--- src/rtl/noc_pkg.sv ---
// Shared types and packet layout for the NoC injection scheduler.
// Packet: [46:44] dest, [43:41] src, [40:5] filter (3 x 12 bit), [4:0] input spikes.
package noc_pkg;

    localparam int unsigned PKT_W     = 47;
    localparam int unsigned ADDR_W    = 3;
    localparam int unsigned PAYLOAD_W = 41;
    localparam int unsigned DEST_LSB  = 44;
    localparam int unsigned SRC_LSB   = 41;
    localparam int unsigned FILT_LSB  = 5;

    typedef struct packed {
        logic [ADDR_W-1:0] dest;
        logic [ADDR_W-1:0] src;
        logic [2:0][11:0]  filter;
        logic [4:0]        ifmap;
    } noc_pkt_t;

    typedef enum logic {
        IDLE,
        SEND
    } sched_state_e;

endpackage

--- src/rtl/rr_arbiter.sv ---
// Combinational round-robin arbiter: first request after ptr (wrapping) wins.
// The caller owns ptr and advances it to the returned index on a grant.
module rr_arbiter #(
    parameter int unsigned N     = 4,
    parameter int unsigned IDX_W = $clog2(N)
) (
    input  logic [N-1:0]     req,
    input  logic [IDX_W-1:0] ptr,
    output logic [N-1:0]     gnt,
    output logic [IDX_W-1:0] idx
);

    logic             found;
    logic [IDX_W-1:0] cand;

    always_comb begin
        gnt   = '0;
        idx   = '0;
        found = 1'b0;
        cand  = '0;
        for (int unsigned k = 1; k <= N; k++) begin
            cand = IDX_W'((32'(ptr) + k) % N);
            if (!found && req[cand]) begin
                found     = 1'b1;
                gnt[cand] = 1'b1;
                idx       = cand;
            end
        end
    end

endmodule

--- src/rtl/noc_inject_scheduler.sv ---
// Credit-gated round-robin injection scheduler for the root NoC port.
// Optional SCHED_STATS_EN adds per-requester grant counters and an IDLE stall counter.
module noc_inject_scheduler
    import noc_pkg::*;
#(
    parameter int unsigned           WIDTH      = 47,
    parameter int unsigned           WIDTH_ADDR = 3,
    parameter int unsigned           NUM_REQ    = 4,
    parameter int unsigned           CREDITS    = 2,
    parameter logic [WIDTH_ADDR-1:0] SRC_ADDR   = '0
) (
    input  logic                            clk,
    input  logic                            rst_n,
    input  logic [NUM_REQ-1:0]              req_valid,
    output logic [NUM_REQ-1:0]              req_ready,
    input  logic [NUM_REQ*WIDTH_ADDR-1:0]   req_dest,
    input  logic [NUM_REQ*PAYLOAD_W-1:0]    req_payload,
    output logic                            out_valid,
    input  logic                            out_ready,
    output logic [WIDTH-1:0]                out_packet,
    input  logic [(2**WIDTH_ADDR)-1:0]      credit_ret,
    output logic                            err_credit
`ifdef SCHED_STATS_EN
    ,
    output logic [NUM_REQ*16-1:0]           grant_cnt,
    output logic [15:0]                     stall_cnt
`endif
);

    localparam int unsigned NUM_DEST = 2 ** WIDTH_ADDR;
    localparam int unsigned PTR_W    = $clog2(NUM_REQ);

    sched_state_e          state_q, state_d;
    logic [PTR_W-1:0]      rr_ptr_q, rr_ptr_d;
    noc_pkt_t              pkt_q, pkt_d;
    logic [2:0]            credit_q [NUM_DEST];
    logic [2:0]            credit_d [NUM_DEST];
    logic                  err_q, err_d;

    logic [NUM_REQ-1:0]    eligible;
    logic [NUM_REQ-1:0]    gnt;
    logic [PTR_W-1:0]      win_idx;
    logic [WIDTH_ADDR-1:0] win_dest;
    logic [PAYLOAD_W-1:0]  win_payload;
    logic                  grant;
    logic [NUM_DEST-1:0]   take;

    // A requester only competes if its destination still has a free buffer slot.
    always_comb begin
        eligible = '0;
        for (int unsigned i = 0; i < NUM_REQ; i++) begin
            eligible[i] = req_valid[i] &&
                          (credit_q[req_dest[i*WIDTH_ADDR +: WIDTH_ADDR]] != 3'd0);
        end
    end

    rr_arbiter #(
        .N     (NUM_REQ),
        .IDX_W (PTR_W)
    ) u_arb (
        .req (eligible),
        .ptr (rr_ptr_q),
        .gnt (gnt),
        .idx (win_idx)
    );

    assign grant       = (state_q == IDLE) && (|eligible);
    assign win_dest    = req_dest[win_idx*WIDTH_ADDR +: WIDTH_ADDR];
    assign win_payload = req_payload[win_idx*PAYLOAD_W +: PAYLOAD_W];
    assign take        = grant ? (NUM_DEST'(1) << win_dest) : '0;

    always_comb begin
        state_d  = state_q;
        rr_ptr_d = rr_ptr_q;
        pkt_d    = pkt_q;
        case (state_q)
            IDLE: begin
                if (grant) begin
                    pkt_d.dest   = win_dest;
                    pkt_d.src    = SRC_ADDR;
                    pkt_d.filter = win_payload[PAYLOAD_W-1:FILT_LSB];
                    pkt_d.ifmap  = win_payload[FILT_LSB-1:0];
                    rr_ptr_d     = win_idx;
                    state_d      = SEND;
                end
            end
            SEND: begin
                if (out_ready) state_d = IDLE;
            end
            default: state_d = IDLE;
        endcase
    end

    // Simultaneous take and return cancel; a return into a full counter saturates and flags.
    always_comb begin
        err_d = err_q;
        for (int unsigned d = 0; d < NUM_DEST; d++) begin
            credit_d[d] = credit_q[d];
            if (take[d] && !credit_ret[d]) begin
                credit_d[d] = credit_q[d] - 3'd1;
            end else if (credit_ret[d] && !take[d]) begin
                if (credit_q[d] == 3'(CREDITS)) err_d = 1'b1;
                else                            credit_d[d] = credit_q[d] + 3'd1;
            end
        end
    end

    always_ff @(posedge clk or negedge rst_n) begin
        if (!rst_n) begin
            state_q  <= IDLE;
            rr_ptr_q <= PTR_W'(NUM_REQ - 1);
            pkt_q    <= '0;
            err_q    <= 1'b0;
            for (int unsigned d = 0; d < NUM_DEST; d++) credit_q[d] <= 3'(CREDITS);
        end else begin
            state_q  <= state_d;
            rr_ptr_q <= rr_ptr_d;
            pkt_q    <= pkt_d;
            err_q    <= err_d;
            for (int unsigned d = 0; d < NUM_DEST; d++) credit_q[d] <= credit_d[d];
        end
    end

    // Grant is suppressed while reset is held so no transfer can complete during reset.
    assign req_ready  = (state_q == IDLE && rst_n) ? gnt : '0;
    assign out_valid  = (state_q == SEND);
    assign out_packet = pkt_q;
    assign err_credit = err_q;

`ifdef SCHED_STATS_EN
    logic [NUM_REQ*16-1:0] grant_cnt_q;
    logic [15:0]           stall_cnt_q;

    always_ff @(posedge clk or negedge rst_n) begin
        if (!rst_n) begin
            grant_cnt_q <= '0;
            stall_cnt_q <= '0;
        end else begin
            if (grant) begin
                grant_cnt_q[win_idx*16 +: 16] <= grant_cnt_q[win_idx*16 +: 16] + 16'd1;
            end
            if (state_q == IDLE && (|req_valid) && !(|eligible)) begin
                stall_cnt_q <= stall_cnt_q + 16'd1;
            end
        end
    end

    assign grant_cnt = grant_cnt_q;
    assign stall_cnt = stall_cnt_q;
`endif

endmodule

--- config.mk ---
export PLATFORM = sky130hd
export DESIGN_NAME = noc_inject_scheduler
export DESIGN_NICKNAME = d
export VERILOG_FILES = /design/src/rtl/noc_pkg.sv /design/src/rtl/rr_arbiter.sv /design/src/rtl/noc_inject_scheduler.sv
export SDC_FILE = /design/constraint.sdc
export NUM_CORES = 1
export LEC_CHECK = 0
export ABC_AREA = 0
export BUFFER_PORTS_ARGS = -buffer_cell sky130_fd_sc_hd__buf_2
export CORE_ASPECT_RATIO = 1.75
export CORE_MARGIN = 4
export CORE_UTILIZATION = 39
export DETAILED_ROUTE_END_ITERATION = 16
export HOLD_SLACK_MARGIN = 0.06
export MAX_ROUTING_LAYER = met4
export PLACE_DENSITY = 0.75
export SYNTH_ARGS = -nofsm -noshare
export SYNTH_HDL_FRONTEND = slang
export SYNTH_SLANG_ARGS = --single-unit
export TNS_END_PERCENT = 1
--- constraint.sdc ---
create_clock -name clk -period 11.58 [get_ports clk]
set_clock_uncertainty 0.1 [all_clocks]
set_input_delay 1.737 -clock clk [delete_from_list [all_inputs] [get_ports clk]]
set_output_delay 1.737 -clock clk [all_outputs]
set_load 0.02 [all_outputs]
Yosys cells after proc, flatten, opt, wreduce, memory -nomap -nowiden
Cells that the tools add are included.
{"block": "op_classes", "muxes": 92, "n_bitwise": 8, "add_sub_neg": 20, "n_shift": 3, "n_eq_ne": 16, "n_lt_le_gt_ge": 12, "mul": 2, "n_reduce_logical": 70}
{"op": "$shiftx 164x9->41", "count": 1}
{"op": "$mux 3", "count": 32}
{"op": "$mux 1", "count": 37}
{"op": "$bmux 3 s3", "count": 4}
{"op": "$logic_and 1x1->1", "count": 29}
{"op": "$add 3x1->3 const B", "count": 8}
{"op": "$eq 3x2->1 const B", "count": 8}
{"op": "$sub 3x1->3 const B", "count": 8}
{"op": "$mux 4", "count": 5}
{"op": "$logic_not 1->1", "count": 19}
{"op": "$reduce_and 2->1", "count": 9}
{"op": "$ge 4x4->1 const B", "count": 4}
{"op": "$ne 2x2->1 const B", "count": 8}
{"op": "$not 3->4", "count": 4}
{"op": "$reduce_bool 2->1", "count": 8}
{"op": "$lt 2x3->1 const B", "count": 4}
{"op": "$or 4x4->4", "count": 3}
{"op": "$reduce_bool 3->1", "count": 4}
{"op": "$shiftx 12x5->3", "count": 1}
{"op": "$bmux 1 s2", "count": 4}
{"op": "$demux 1 s2", "count": 4}
{"op": "$ge 2x1->1 const B", "count": 4}
{"op": "$mul 2x6->8 const B", "count": 1}
{"op": "$mux 2", "count": 4}
{"op": "other kinds (8)", "count": 10}
{"block": "totals", "out_inout_bits": 53, "wordCells": 239, "ff_bits": 72, "in_bits": 191}

Depth between registers and ports, before layout
{"block": "depth", "word_depth": 47, "ltp_mapped": 18, "mapped_depth_nobuf": 15}

By module
From an unflattened synthesis, not the netlist that was laid out.
{"block": "unflattened", "hier_cells": 517, "area_unflattened_um2": 5764.3}
{"mod": "noc_inject_scheduler", "seq_area_each_um2": 1814.2, "cells_each": 449, "instances": 1, "area_per_inst_um2": 5218.8}
{"mod": "rr_arbiter", "seq_area_each_um2": 0.0, "cells_each": 68, "instances": 1, "area_per_inst_um2": 545.5}

Least setup slack after synthesis
OpenSTA, ideal clock, no wires.
{"block": "synth_timing", "path_type": "input-to-output", "start": "in req_dest[7]", "end": "out req_ready[2]", "path_stages": 10, "slack_ns": 5.546, "arrival_time_ns": 4.197, "n_path_buf": 1, "t_required_ns": 9.743, "cell_sequence": "nor4_1 a21oi_1 a31o_1 o41ai_4 nor4b_1 a22oi_2 clkbuf_1 o21ai_0 nand2_1 a41oi_1"}
{"block": "synth_via", "elab_chain_len": 19, "word_cells_on_any_way": 31, "cone_classes": "mux (19); bitwise (4); reduce/logical (8)"}
{"element": "from (decl)", "line": "noc_inject_scheduler.sv:16", "text": "input logic [NUM_REQ*WIDTH_ADDR-1:0] req_dest,"}
{"element": "$not 3->4 (not written as such) (*)", "line": "noc_inject_scheduler.sv:53", "text": "(credit_q[req_dest[i*WIDTH_ADDR +: WIDTH_ADDR]] != 3'd0);"}
{"element": "$bmux 3 s3 (*)", "line": "noc_inject_scheduler.sv:53"}
{"element": "$mux 3 (not written as such) (*) (2 in series)", "line": "noc_inject_scheduler.sv:53"}
{"element": "$reduce_bool 3->1 (*)", "line": "noc_inject_scheduler.sv:53"}
{"element": "$logic_and 1x1->1 (*)", "line": "noc_inject_scheduler.sv:52", "text": "eligible[i] = req_valid[i] &&"}
{"element": "$bmux 1 s2", "line": "rr_arbiter.sv:23", "text": "if (!found && req[cand]) begin"}
{"element": "$mux 1 (not written as such)", "line": "rr_arbiter.sv:23"}
{"element": "$mux 1", "line": "rr_arbiter.sv:23"}
{"element": "(+2 left out)"}
{"element": "$mux 1", "line": "rr_arbiter.sv:23"}
{"element": "$logic_not 1->1", "line": "rr_arbiter.sv:23"}
{"element": "$logic_and 1x1->1", "line": "rr_arbiter.sv:23"}
{"element": "$mux 1", "line": "rr_arbiter.sv:23"}
{"element": "$logic_not 1->1", "line": "rr_arbiter.sv:23"}
{"element": "$logic_and 1x1->1", "line": "rr_arbiter.sv:23"}
{"element": "$mux 4 (*)", "line": "rr_arbiter.sv:23"}
{"element": "$mux 4 (*)", "line": "noc_inject_scheduler.sv:125", "text": "assign req_ready = (state_q == IDLE && rst_n) ? gnt : '0;"}
{"element": "to (decl)", "line": "noc_inject_scheduler.sv:15", "text": "output logic [NUM_REQ-1:0] req_ready,"}
Every way passes the cells marked *; elsewhere a longest branch is shown, timed or not. The select of a mux whose other input is x is not followed.

Worst setup path in the final report
{"block": "layout_timing", "start": "in req_dest[7]", "end": "out req_ready[1]"}
The elaborated chain is that of the path after synthesis.

==> out/metrics.yaml <==
power.total_w: 0.002270
netlist_instances: 679
overflow: 0
synth_seq_cells: 72
synth_area_leaders: "dfrtp_1, mux2i_1, a211oi_1, ha_1, dfstp_2"
ios: 244
numCtsBuffers: 9
fin_crit_ns: 6.499
cts_sinks: 72
track_usage_pct: 22.73
antenna_cells: 0
ctsHoldBuffers: 0
setup_violations: 0
start_kind: "input port"
multi_input_area_sq_um: 3715
ant_nets: 0
synth_ff_type: "dfrtp_1"
yosysTopAreaCellShare_pct: 25.97
critPathRequiredTime_ns: 9.74
portBuffers: 240
worstPathArrival_ns: 4.66
cp_max_fo: 28
n_fill_cell: 1466
yosys-top-cells-count: "a211oi_1, mux2i_1, inv_1, dfrtp_1, nor2_1"
cpPeakStageDelay_ns: 0.68
cts_tree: "yes"
clk_path_buf_depth: 2
avgRoutedWirePerCell_microns: 18.42
tns_ns: 0
ys_seq_area_share_pct: 30.37
synth_edf_count: 0
slew-limit-headroom_pct: 17.63
worstSkewPairLatency_ns: 0.33
critPathBufInv: 3
routed_wl_mm: 19.97
busiest_layer: "met2"
hold_viol_final: 0
syn_area_sq_um: 5973
path_cells: "buf_2 -> nor4_1 -> a21oi_1 -> a31o_1 -> o41ai_4 -> nor4b_1 -> a22oi_2 -> buf_4 -> o21ai_0 -> nand2_1 -> a31oi_1 -> buf_2"
maxCapViolCount: 0
min_path_type: "reg -> reg"
clkTransAtPathRegs_ns: 0.06
start_util_pct: 39.86
critical-path-top-delay-family: "compound AO/OA/AOI/OAI gates"
hpwlAfterDp_mm: 15.39
drc_errors: 0
htree_levels: 3
cts_resized: 0
end_kind: "primary output"
synth_largest_area_cell: "dfrtp_1"
post-route-period-util_pct: 56.12
grt_pass1_vias: 6081
place_congestion: 0.9187
p_per_area_nw_per_um2: 299.7
gr-usage-met2_pct: 39.45
drtPass1Iterations: 4
yosys_warnings: 0
syn2layout_area_growth_pct: 26.81
grt_setup_unrepaired: "no"
cts-root-buf: "clkbuf_16"
cp_slowest_cell: "o41ai_4"
grt_pass1_wl_mm: 30.71
use_met3_pct: 3.531
worst_slew_pin_slew_ns: 1.234
use_met1_pct: 25.01
die_h_microns: 171.7
fin_nets: 1119
num_rows: 59
finalMaxSlewViolations: 0
drive_gt1_share_pct: 32.08
grt_max_degree: 67
ys_types: 64
antenna_found_initial: 0
status: "finished, final reports clean"
fmax_mhz: 153.9
leakagePower_nw: 3.621
seq_area_sq_um: 1814
design.core.area_sq_um: 14990
crit_type: "in -> out"
dieArea_sq_um: 17440
die_x_microns: 101.6
synth_most_common_cell: "a211oi_1"
num_vias: 6164
drt-initial-drc-count: 292
avgViaCountPerCell: 5.686
async_reset_ff_share_pct: 100.0
irDropWorstVdd_mv: 0.1550
path_common_cell: "buf_2"
post_cts_buffers: 0
postSynthAreaPerCell_sq_um: 8.797
[kinds of logic after synthesis]
family / share of synthesized area, %
other: 0.06278
buffers and inverters: 7.792
DFF: 30.37
xor gates and xnor gates: 1.173
AOI/OAI and AO/OA: 26.48
adders and majority gates: 7.708
and+or+nand+nor: 13.93
muxes: 12.48
[worst min-delay path, cell delays in order, from the launching register on]
cell	delay (ns)
dfrtp_1	0.33
nand2_1	0.05
o221ai_1	0.06
[final timing paths]
path                                     start        endpoint  slack, ns  cells past startpoint
worst max-delay path               req_dest[7]    req_ready[1]       5.08                     12
worst min-delay path            out_packet[28]  out_packet[28]       0.38                      2
worst max register to register    credit_q[14]    credit_q[17]       5.99                     16
worst min register to register  out_packet[28]  out_packet[28]       0.38                      2
max in group asynchronous                rst_n   out_packet[5]       9.17                      2
min in group asynchronous                rst_n    credit_q[12]       1.19                      1
[flip-flops by register name, indices dropped and copies added (netlist names)]
signal / flops
credit_q: 24
err_credit: 1
out_packet: 44
out_valid: 1
rr_ptr_q: 2
[metal layers]
layer / part of all wire, % / vias to the layer above
met4: 4.1 / 0
met1: 37 / 2889
met5: 0 / -
li1: - / 2992
met3: 6.4 / 53
met2: 52 / 230
[report_power, final]
group	switching (W)	internal, W	total (W)
sequential	0.000133	0.000398	0.000531
combinational	0.000901	0.000556	0.00146
clock	0.000115	0.000168	0.000283
total	0.00115	0.00112	0.00227
[cells in the final DEF (no fill, tap or decap), drive strengths merged, types with 3 or more instances in the layout]
master,instances
a2111oi,7
a211oi,87
a21o,8
a21oi,13
a221oi,3
a31oi,4
a41oi,3
and3,4
buf,248
clkbuf,10
clkinv,3
conb,3
dfrtp,62
dfstp,10
fa,8
ha,24
inv,69
mux2,4
mux2i,70
nand2,40
nand3,5
nand4,11
nor2,44
nor3,23
nor4,19
o21a,3
o21ai,38
o221ai,19
o31ai,9
or3,6
xor2,8
[area by class of cell]
class	instances	area share, %
multi-input cells	497	49.04
flip-flops and latches	72	23.95
repair buffers	248	16.68
inverters	68	3.370
clock buffers	10	3.023
well taps	183	3.023
clock inverters	6	0.9085
[metrics by stage]
step                utilization [%]  hold slack (ns)  cells  cell area [sq um]  setup slack, ns
global route                  50.55           0.3996   1084               7575            4.824
CTS                           50.55           0.3836   1084               7575            5.123
global placement              48.56           0.3630   1068               7277            5.110
floorplan                         -           0.3953    681               5981            5.546
finish                        50.55           0.3799   1084               7575            5.081
detailed placement            48.56           0.3678   1068               7277            5.013
(Power assumes the default switching activity.)
